**config.mk**
```make
export PLATFORM = sky130hd
export DESIGN_NAME = qam_demap_pack_flat
export DESIGN_NICKNAME = d
export VERILOG_FILES = /design/src/rtl/qam_demap_pack_if.sv /design/src/rtl/qam_demap_pack.sv /design/src/flat_wrapper.sv
export SDC_FILE = /design/constraint.sdc
export NUM_CORES = 1
export LEC_CHECK = 0
export ABC_CLOCK_PERIOD_IN_PS = 2800
export BUFFER_PORTS_ARGS = -buffer_cell sky130_fd_sc_hd__buf_2
export CAP_MARGIN = 20
export CORE_UTILIZATION = 45
export DETAILED_ROUTE_END_ITERATION = 16
export PLACE_DENSITY = 0.68
export SLEW_MARGIN = 30
export SYNTH_ARGS = -nofsm -noshare
export SYNTH_HDL_FRONTEND = slang
export SYNTH_SLANG_ARGS = --single-unit
export TNS_END_PERCENT = 50
```
**constraint.sdc**
```tcl
create_clock -name clk -period 2.8 [get_ports clk]
set_clock_uncertainty 0.2 [all_clocks]
set_input_delay 0.14 -clock clk [delete_from_list [all_inputs] [get_ports clk]]
set_output_delay 0.14 -clock clk [all_outputs]
set_load 0.005 [all_outputs]
```
**src/rtl/qam_demap_pack_if.sv**
```systemverilog
// qam_demap_pack_if
//   Bundles the symbol input stream, the packed-word output stream and the
//   sticky error flag of qam_demap_pack.
//   master : upstream/downstream side (drives symbols and o_ready)
//   slave  : the demapper/packer itself
//   Signals:
//     i_valid/i_ready         symbol handshake
//     i_re/i_im  [DATA_W]     signed equalised symbol
//     i_mode     [2]          0 BPSK, 1 QPSK, 2 16-QAM, 3 64-QAM
//     i_last                  final symbol of a packet
//     o_valid/o_ready         packed word handshake
//     o_data     [OUT_W]      packed bits, first decided bit in the MSB
//     o_last                  final word of a packet
//     o_err                   sticky unsupported-mode flag
interface qam_demap_pack_if #(
  parameter int DATA_W = 16,
  parameter int OUT_W  = 8
);
  logic                     i_valid;
  logic                     i_ready;
  logic signed [DATA_W-1:0] i_re;
  logic signed [DATA_W-1:0] i_im;
  logic [1:0]               i_mode;
  logic                     i_last;
  logic                     o_valid;
  logic                     o_ready;
  logic [OUT_W-1:0]         o_data;
  logic                     o_last;
  logic                     o_err;

  modport master (
    output i_valid, i_re, i_im, i_mode, i_last, o_ready,
    input  i_ready, o_valid, o_data, o_last, o_err
  );

  modport slave (
    input  i_valid, i_re, i_im, i_mode, i_last, o_ready,
    output i_ready, o_valid, o_data, o_last, o_err
  );
endinterface

```
**src/rtl/qam_demap_pack.sv**
```systemverilog
// qam_demap_pack
//   Hard-decision demapper for BPSK / QPSK / 16-QAM / 64-QAM (mode chosen per
//   symbol) that packs the variable number of decided bits into OUT_W-bit
//   words with a valid/ready output and a last-symbol flush.
//   Parameters: DATA_W (input width), UNIT_T (amplitude of the +-1 point),
//               OUT_W (packed word width, >= 6).
//   Ports: clk, rst (asynchronous, active high), bus (qam_demap_pack_if.slave).
//   Build option: define QAM64_EN to demap mode 3 as 64-QAM. Without it,
//   mode-3 symbols are consumed, append no bits and set the sticky o_err.
module qam_demap_pack #(
  parameter int DATA_W = 16,
  parameter int UNIT_T = 1024,
  parameter int OUT_W  = 8
) (
  input logic             clk,
  input logic             rst,
  qam_demap_pack_if.slave bus
);

  // The accumulator never holds more than OUT_W-1 bits plus one 6-bit symbol.
  localparam int ACC_W = OUT_W + 5;
  localparam int CNT_W = $clog2(ACC_W + 1);
  // Two guard bits so that negating the most negative input cannot overflow.
  localparam int EXT_W = DATA_W + 2;
  localparam logic signed [EXT_W-1:0] T2      = EXT_W'(2 * UNIT_T);
  localparam logic [CNT_W-1:0]        OUT_W_C = CNT_W'(OUT_W);

`ifdef QAM64_EN
  localparam logic signed [EXT_W-1:0] T4 = EXT_W'(4 * UNIT_T);
  localparam int AX_W = 4;
`else
  localparam int AX_W = 2;
`endif
  // Per-axis decision vector layout: [AX_SIGN] x>=0, [AX_LT2] |x|<2T,
  // and with 64-QAM also [1] |x|<4T, [0] abs(|x|-4T)<2T.
  localparam int AX_SIGN = AX_W - 1;
  localparam int AX_LT2  = AX_W - 2;

  logic [AX_W-1:0] axis_bits [2];

  genvar gi;
  generate
    for (gi = 0; gi < 2; gi++) begin : g_axis
      logic signed [DATA_W-1:0] x;
      logic signed [EXT_W-1:0]  x_ext;
      logic signed [EXT_W-1:0]  mag;

      assign x     = (gi == 0) ? bus.i_re : bus.i_im;
      assign x_ext = {{2{x[DATA_W-1]}}, x};
      assign mag   = x_ext[EXT_W-1] ? -x_ext : x_ext;
`ifdef QAM64_EN
      logic signed [EXT_W-1:0] dist;
      logic signed [EXT_W-1:0] dist_mag;
      assign dist     = mag - T4;
      assign dist_mag = dist[EXT_W-1] ? -dist : dist;
      assign axis_bits[gi] = {~x_ext[EXT_W-1], mag < T2, mag < T4, dist_mag < T2};
`else
      assign axis_bits[gi] = {~x_ext[EXT_W-1], mag < T2};
`endif
    end
  endgenerate

  // Symbol bits right-aligned, first decided bit at position sym_n-1.
  logic [5:0] sym_bits;
  logic [2:0] sym_n;
  logic       sym_bad;

  always_comb begin
    sym_bits = '0;
    sym_n    = '0;
    sym_bad  = 1'b0;
    case (bus.i_mode)
      2'd0: begin
        sym_bits = {5'b0, axis_bits[0][AX_SIGN]};
        sym_n    = 3'd1;
      end
      2'd1: begin
        sym_bits = {4'b0, axis_bits[0][AX_SIGN], axis_bits[1][AX_SIGN]};
        sym_n    = 3'd2;
      end
      2'd2: begin
        sym_bits = {2'b0, axis_bits[0][AX_SIGN], axis_bits[0][AX_LT2],
                    axis_bits[1][AX_SIGN], axis_bits[1][AX_LT2]};
        sym_n    = 3'd4;
      end
      default: begin
`ifdef QAM64_EN
        sym_bits = {axis_bits[0][3], axis_bits[0][1], axis_bits[0][0],
                    axis_bits[1][3], axis_bits[1][1], axis_bits[1][0]};
        sym_n    = 3'd6;
`else
        sym_bad  = 1'b1;
`endif
      end
    endcase
  end

  // Valid bits live in acc_reg[cnt_reg-1:0], oldest at the top. Stale bits
  // above cnt_reg are never read: extraction is always bounded by cnt_reg.
  logic [ACC_W-1:0] acc_reg, acc_next;
  logic [CNT_W-1:0] cnt_reg, cnt_next;
  logic             flush_pend_reg, flush_pend_next;
  logic             o_valid_reg, o_valid_next;
  logic [OUT_W-1:0] o_data_reg, o_data_next;
  logic             o_last_reg, o_last_next;
  logic             o_err_reg, o_err_next;

  logic             i_ready_int;
  logic             accept;
  logic             out_free;
  logic             do_xfer;
  logic             do_flush;
  logic [OUT_W-1:0] xfer_word;
  logic [OUT_W-1:0] flush_word;

  assign i_ready_int = (cnt_reg < OUT_W_C) && !flush_pend_reg;
  assign accept      = bus.i_valid && i_ready_int;
  assign out_free    = !o_valid_reg || bus.o_ready;
  assign do_xfer     = (cnt_reg >= OUT_W_C) && out_free;
  assign do_flush    = flush_pend_reg && (cnt_reg != '0) && (cnt_reg < OUT_W_C) && out_free;
  // Oldest OUT_W bits for a full word; remaining bits MSB-aligned, zero-padded.
  assign xfer_word   = OUT_W'(acc_reg >> (cnt_reg - OUT_W_C));
  assign flush_word  = OUT_W'(acc_reg << (OUT_W_C - cnt_reg));

  // accept, do_xfer and do_flush are mutually exclusive by construction:
  // accept needs cnt<OUT_W and no pending flush.
  always_comb begin
    acc_next        = acc_reg;
    cnt_next        = cnt_reg;
    flush_pend_next = flush_pend_reg;
    o_valid_next    = o_valid_reg;
    o_data_next     = o_data_reg;
    o_last_next     = o_last_reg;
    o_err_next      = o_err_reg;

    if (o_valid_reg && bus.o_ready) begin
      o_valid_next = 1'b0;
    end

    if (accept) begin
      acc_next = (acc_reg << sym_n) | ACC_W'(sym_bits);
      cnt_next = cnt_reg + CNT_W'(sym_n);
      if (bus.i_last) begin
        flush_pend_next = 1'b1;
      end
      if (sym_bad) begin
        o_err_next = 1'b1;
      end
    end else if (do_xfer) begin
      o_valid_next = 1'b1;
      o_data_next  = xfer_word;
      o_last_next  = flush_pend_reg && (cnt_reg == OUT_W_C);
      cnt_next     = cnt_reg - OUT_W_C;
      // A word that empties the accumulator of a flushing packet ends it.
      if (flush_pend_reg && (cnt_reg == OUT_W_C)) begin
        flush_pend_next = 1'b0;
      end
    end else if (do_flush) begin
      o_valid_next    = 1'b1;
      o_data_next     = flush_word;
      o_last_next     = 1'b1;
      cnt_next        = '0;
      flush_pend_next = 1'b0;
    end else if (flush_pend_reg && (cnt_reg == '0)) begin
      // Nothing left to send (e.g. last symbol appended no bits).
      flush_pend_next = 1'b0;
    end
  end

  always_ff @(posedge clk or posedge rst) begin
    if (rst) begin
      acc_reg        <= '0;
      cnt_reg        <= '0;
      flush_pend_reg <= 1'b0;
      o_valid_reg    <= 1'b0;
      o_data_reg     <= '0;
      o_last_reg     <= 1'b0;
      o_err_reg      <= 1'b0;
    end else begin
      acc_reg        <= acc_next;
      cnt_reg        <= cnt_next;
      flush_pend_reg <= flush_pend_next;
      o_valid_reg    <= o_valid_next;
      o_data_reg     <= o_data_next;
      o_last_reg     <= o_last_next;
      o_err_reg      <= o_err_next;
    end
  end

  assign bus.i_ready = i_ready_int;
  assign bus.o_valid = o_valid_reg;
  assign bus.o_data  = o_data_reg;
  assign bus.o_last  = o_last_reg;
  assign bus.o_err   = o_err_reg;

endmodule

```
**src/flat_wrapper.sv**
```systemverilog
// flat-port wrapper written by rule: the top's interface ports become plain ports
module qam_demap_pack_flat 
#(
  parameter int DATA_W = 16,
  parameter int UNIT_T = 1024,
  parameter int OUT_W  = 8
)
  (clk, rst, bus_i_valid, bus_i_re, bus_i_im, bus_i_mode, bus_i_last, bus_o_ready, bus_i_ready, bus_o_valid, bus_o_data, bus_o_last, bus_o_err);
  qam_demap_pack_if #(.DATA_W(DATA_W), .OUT_W(OUT_W)) bus_i ();
  input logic clk;
  input logic rst;
  input wire logic [$bits(bus_i.i_valid)-1:0] bus_i_valid;
  input wire logic [$bits(bus_i.i_re)-1:0] bus_i_re;
  input wire logic [$bits(bus_i.i_im)-1:0] bus_i_im;
  input wire logic [$bits(bus_i.i_mode)-1:0] bus_i_mode;
  input wire logic [$bits(bus_i.i_last)-1:0] bus_i_last;
  input wire logic [$bits(bus_i.o_ready)-1:0] bus_o_ready;
  output wire logic [$bits(bus_i.i_ready)-1:0] bus_i_ready;
  output wire logic [$bits(bus_i.o_valid)-1:0] bus_o_valid;
  output wire logic [$bits(bus_i.o_data)-1:0] bus_o_data;
  output wire logic [$bits(bus_i.o_last)-1:0] bus_o_last;
  output wire logic [$bits(bus_i.o_err)-1:0] bus_o_err;
  assign bus_i.i_valid = bus_i_valid;
  assign bus_i.i_re = bus_i_re;
  assign bus_i.i_im = bus_i_im;
  assign bus_i.i_mode = bus_i_mode;
  assign bus_i.i_last = bus_i_last;
  assign bus_i.o_ready = bus_o_ready;
  assign bus_i_ready = bus_i.i_ready;
  assign bus_o_valid = bus_i.o_valid;
  assign bus_o_data = bus_i.o_data;
  assign bus_o_last = bus_i.o_last;
  assign bus_o_err = bus_i.o_err;
  qam_demap_pack #(.DATA_W(DATA_W), .UNIT_T(UNIT_T), .OUT_W(OUT_W)) u_core (.clk(clk), .rst(rst), .bus(bus_i));
endmodule
```
Word-level counts from Yosys, hierarchy flattened
Index checks and enable logic that the tools add are counted. Widths: inputs -> output; s select.

Input port bits: 39. Word-level logic and storage cells: 72. Output and inout bits: 12. Register bits after elaboration: 29.

Shift-type cells: 3. Equality and inequality tests: 5. Multiplexer cells: 21. Bitwise gates (word level): 5. Reduce and logical (&&, ||, !) cells: 22. Add/subtract/negate cells: 5. Magnitude comparators: 4.

Operators with widths (number): $lt 18x13->1 const B (2); $mux 18 (2); $neg 16->18 (2); $mux 8 (2); $or 13x4->13 (1); $shl 13x3->13 (1); $shl 13x4->8 (1); $shr 13x4->8 (1); $mux 1 (12); $mux 4 (3); $pmux 4 s3 (1); $logic_and 1x1->1 (9); $pmux 3 s3 (1); $reduce_bool 4->1 (2); $add 4x3->4 (1); $eq 4x4->1 const B (1); $ge 4x4->1 const B (1); $logic_not 4->1 (1); $lt 4x4->1 const B (1); $not 1->1 (4); $reduce_and 2->1 (2); $sub 4x4->4 const A (1); $sub 4x4->4 const B (1); $ne 3x2->1 const B (1); 10 further kinds (11).

Logic depth before layout (Yosys ltp)
Word-level depth: 7. Gate-level depth with buffers: 9. Depth with buffers taken out: 6.

Worst setup path before layout
OpenSTA, ideal clock, no wires.

Kind: reg-to-reg. From: reg u_core.cnt_reg[1]. To: reg u_core.o_data_reg[5] (netlist: u_core.bus.o_data[5]). Data arrival time: 1941 ps. Setup slack: 521 ps. Period minus slack after synthesis: 2279 ps. Stages on the path, launching flop included: 9. Library setup time: 139 ps. Cell sequence: dfrtp_1 buf_6 buf_8 inv_2 ha_1 clkbuf_1 mux4_2 a21oi_1 o221ai_1.

Cells in the longest elaborated chain, start to end: 6. Elaborated cells between the ends (all ways): 18. Those cells by class: add/sub: 2; order compare: 2; shift: 2; mux: 2; bitwise: 1; reduce/logical: 9.

RTL lines: start, declared (line qam_demap_pack.sv:101) `logic [CNT_W-1:0] cnt_reg, cnt_next;`; start signal, assigned (line qam_demap_pack.sv:181) `cnt_reg <= cnt_next;`; branches (longest 6 deep; another with $sub 4x4->4); end signal, assigned (line qam_demap_pack.sv:184) `o_data_reg <= o_data_next;`; end, declared (line qam_demap_pack.sv:104) `logic [OUT_W-1:0] o_data_reg, o_data_next;`.

Several ways; the timed one is not identified. The select of a mux whose other input is x is not followed. A chain may end at the register's enable or synchronous reset.

Worst setup path in the final report
From: reg u_core.cnt_reg[0]. To: reg u_core.o_data_reg[7] (netlist: u_core.bus.o_data[7]).

Same word-level chain as after synthesis.

==> impl_results.md <==
* Antenna violations before repair at 0
* Unrepaired setup endpoints after global routing: no
* Layout cells sized above 1 at 28.4%
* Slew margin rel. at 64.1%
* Post-cts gate resize count at 0
* Post-detailed-routing wire length at 6030 um
* CTS Sinks at 29
* Seq/Total Area, Yosys at 30.4%
* PD cells at 1040 nW/um2
* Cell count after synthesis at 247
* Worst slack, placed at 521 ps
* #FFs+latches synth at 29
* Non-Filler Instances at 362
* Clock transition at path regs at 60 ps
* Startpoint types: flip-flop
* Status: finished, final reports clean
* Vias in the first global route at 2014
* Total track usage at 24.6%
* Clk_lat worst skew at 290 ps
* Slowest stage delay, CP at 640 ps
* Crit path capture type: flip-flop
* Crit-path max FO at 13
* WL per Instance at 16.7 um
* Global-route wire length before repair at 10200 um
* Die Ht at 74.9 um
* Min-delay worst type: primary input to flip-flop
* # rows at 26
* Combinational share of power at 57.2%
* Via count at 2118
* Setup violations, final at 0
* Max cap viols at 0
* GP Congestion at 0.806
* Core Area at 5110 um2
* Met2 Usage GRT at 41.9%
* # fillers at 481
* Critical Path AT at 2270 ps
* Hold path cells at 3
* Initial Utilization at 46.8%
* Fmax at 0.432 GHz
* Placed cells at 349
* Cell Area, Synth at 2390 um2
* Cts bufs inserted at 5
* Met1 Use GR at 31.9%
* # IOs at 51
* P_int at 1.63 mW
* Count of warnings emitted by yosys at 0
* Final Net Count at 335
* I/O Buffers at 50
* Sequential power share at 31.0%
* Max reg flops at 13
* Final slew viol count at 0
* Hold Vio Cnt, Final at 0
* Clock power frac at 11.7%
* Period utilization at 82.6%
* Clock Tree Buf Depth at 2
* Setup TNS at 0 ps
* Final min period at 2310 ps
* Slowest-stage cell, CP: ha_1
* Crit path kind: flip-flop to flip-flop
* Worst Tran Pin Value at 538 ps
* Setup slack after layout at 487 ps
* Antenna cells at 0
* Initial DRC count at 171
* Critical path, cell by cell: inv_1, ha_1, mux4_2, mux2i_1, o211ai_1
* Root buffer cell: clkbuf_8
* H-tree lvl count at 2
* P&R area growth vs syn at 16.3%
* Drt drc at 0
* CTS tree: built
* First-pass iteration count of the detailed router at 4
* Vias per cell at 5.85
* Die area at 5600 um2
* Post-CTS setup buffer count at 0
* R2R depth at 5
* GRT Residual Overflow at 0
* Synthesized area per cell at 9.67 um2
* Pin count of the biggest net entering global routing at 30
* Max VDD drop at 0.401 mV
* Worst path required time at 2750 ps
* Die X at 74.9 um
* Mapped Nets at 291
* Switching Fraction at 43.4%
* Leak Pwr at 1.21 nW
* Met3 GRT Util at 4.55%
* Most Crowded Layer GR: met2
* Psw at 1.25 mW
* Detail Placement HPWL at 4100 um
* Final core utilization at 54.4%
* DRT antenna net count at 0
* Distinct cell type count after synthesis at 53
logic make-up after synthesis:
kind of cell / count (synthesis) / synth area share (%)
buffers and inverters: 33 / 6.71
and+or+nand+nor: 75 / 15.3
AOI/OAI and AO/OA: 62 / 17.9
adders and majority gates: 5 / 2.93
xor gates and xnor gates: 3 / 1.41
muxes: 40 / 25.4
DFF: 29 / 30.4
cell usage in the layout, fill, tap and decap left out, drive strengths merged, types with 7 or more instances in the layout:
| master | Yosys | routed |
|---|---|---|
| nand2 | 17 | 17 |
| mux2 | 8 | 8 |
| o22ai | 10 | 10 |
| dfrtp | 29 | 29 |
| inv | 9 | 9 |
| buf | 11 | 56 |
| mux4 | 15 | 15 |
| mux2i | 17 | 17 |
| a21oi | 17 | 17 |
| o21ai | 7 | 7 |
| nor2 | 25 | 25 |
Yosys cell counts (all sizes together):
| cell type | number | area (um2) |
|---|---|---|
| dfrtp | 29 | 726 |
| nor3b | 1 | 7.51 |
| ha | 4 | 50.1 |
| and2 | 1 | 6.26 |
| mux2 | 8 | 90.1 |
| xnor2 | 2 | 25.0 |
| a211oi | 1 | 7.51 |
| nor4 | 4 | 25.0 |
| nor3 | 6 | 30.0 |
| nor2 | 25 | 93.8 |
| fa | 1 | 20.0 |
| a41oi | 1 | 8.76 |
| mux4 | 15 | 345 |
| or3b | 2 | 17.5 |
| xor2 | 1 | 8.76 |
| inv | 9 | 33.8 |
| nand4 | 1 | 6.26 |
| and4b | 1 | 10.0 |
| a22o | 3 | 26.3 |
| o211a | 1 | 10.0 |
| nand3b | 2 | 15.0 |
| or4 | 1 | 7.51 |
| nand2b | 6 | 37.5 |
| nand3 | 4 | 20.0 |
| a21o | 3 | 22.5 |
| o211ai | 2 | 15.0 |
| mux2i | 17 | 170 |
| and3 | 2 | 12.5 |
| a21oi | 17 | 88.8 |
| a211o | 1 | 8.76 |
| buf | 11 | 77.6 |
| nand2 | 17 | 63.8 |
| a221o | 4 | 40.0 |
| o2bb2ai | 1 | 8.76 |
| a31o | 1 | 8.76 |
| o21ai | 7 | 35.0 |
| clkbuf | 13 | 48.8 |
| o22ai | 10 | 62.6 |
| o2111ai | 2 | 23.8 |
| o21ba | 1 | 10.0 |
| o32ai | 1 | 8.76 |
| o221ai | 2 | 17.5 |
| a31oi | 4 | 25.0 |
| nor2b | 2 | 12.5 |
per-layer routing:
| metal | part of all wire, % | wire [um] |
|---|---|---|
| met3 | 4.8 | 287 |
| met1 | 45 | 2700 |
| met2 | 49 | 2970 |
| met4 | 1.1 | 68 |
| met5 | 0 | 0 |
timing repair:
action / CTS / global route
endpoints found under the setup margin: 0 / 0
hold buffers: 5 / 0
hold endpoints to repair: 32 / 0
power by group through the flow:
stage	Clock [mW]	Sequential, mW	Combinational [mW]
global route	0.368	0.931	1.82
global placement	0	0.884	1.60
detailed placement	0	0.899	1.64
CTS	0.345	0.890	1.65
floorplan	0	0.716	1.45
finish	0.339	0.896	1.65
stage by stage:
stage	power (mW)	hold slack (ps)	instance area, um2
floorplan	2.17	18.1	2390
global placement	2.49	37.0	2650
detailed placement	2.53	41.3	2650
CTS	2.89	20.5	2780
global route	3.12	43.2	2780
finish	2.89	24.2	2780
layout make-up:
cell class,instances,area [um2],area share [%]
multi-input combinational,185,1500,54.1
sequential,29,726,26.1
timing repair buffer,61,345,12.4
tap,70,87.6,3.15
clock buffer,6,72.6,2.61
inverter,9,33.8,1.22
clock inverter,2,10.0,0.360
path summary, 6_finish.rpt:
check / startpoint / to / slack, ps
min reg2reg: u_core.bus.o_err / u_core.bus.o_err / 270
max reg2reg: u_core.cnt_reg[0] / u_core.bus.o_data[7] / 490
max: u_core.cnt_reg[0] / u_core.bus.o_data[7] / 490
min in group asynchronous: rst / u_core.acc_reg[11] / 260
min: bus_o_ready / u_core.cnt_reg[3] / 20
max in group asynchronous: rst / u_core.bus.o_data[4] / 1850
worst max-delay path, delay by kind of cell, from the launching register on:
kind,cells,cell delay [ps]
buf+inv,1,150
fa+ha+maj,1,640
mux,2,740
flops,1,350
compound gates,1,100
(Power assumes the default switching activity.)
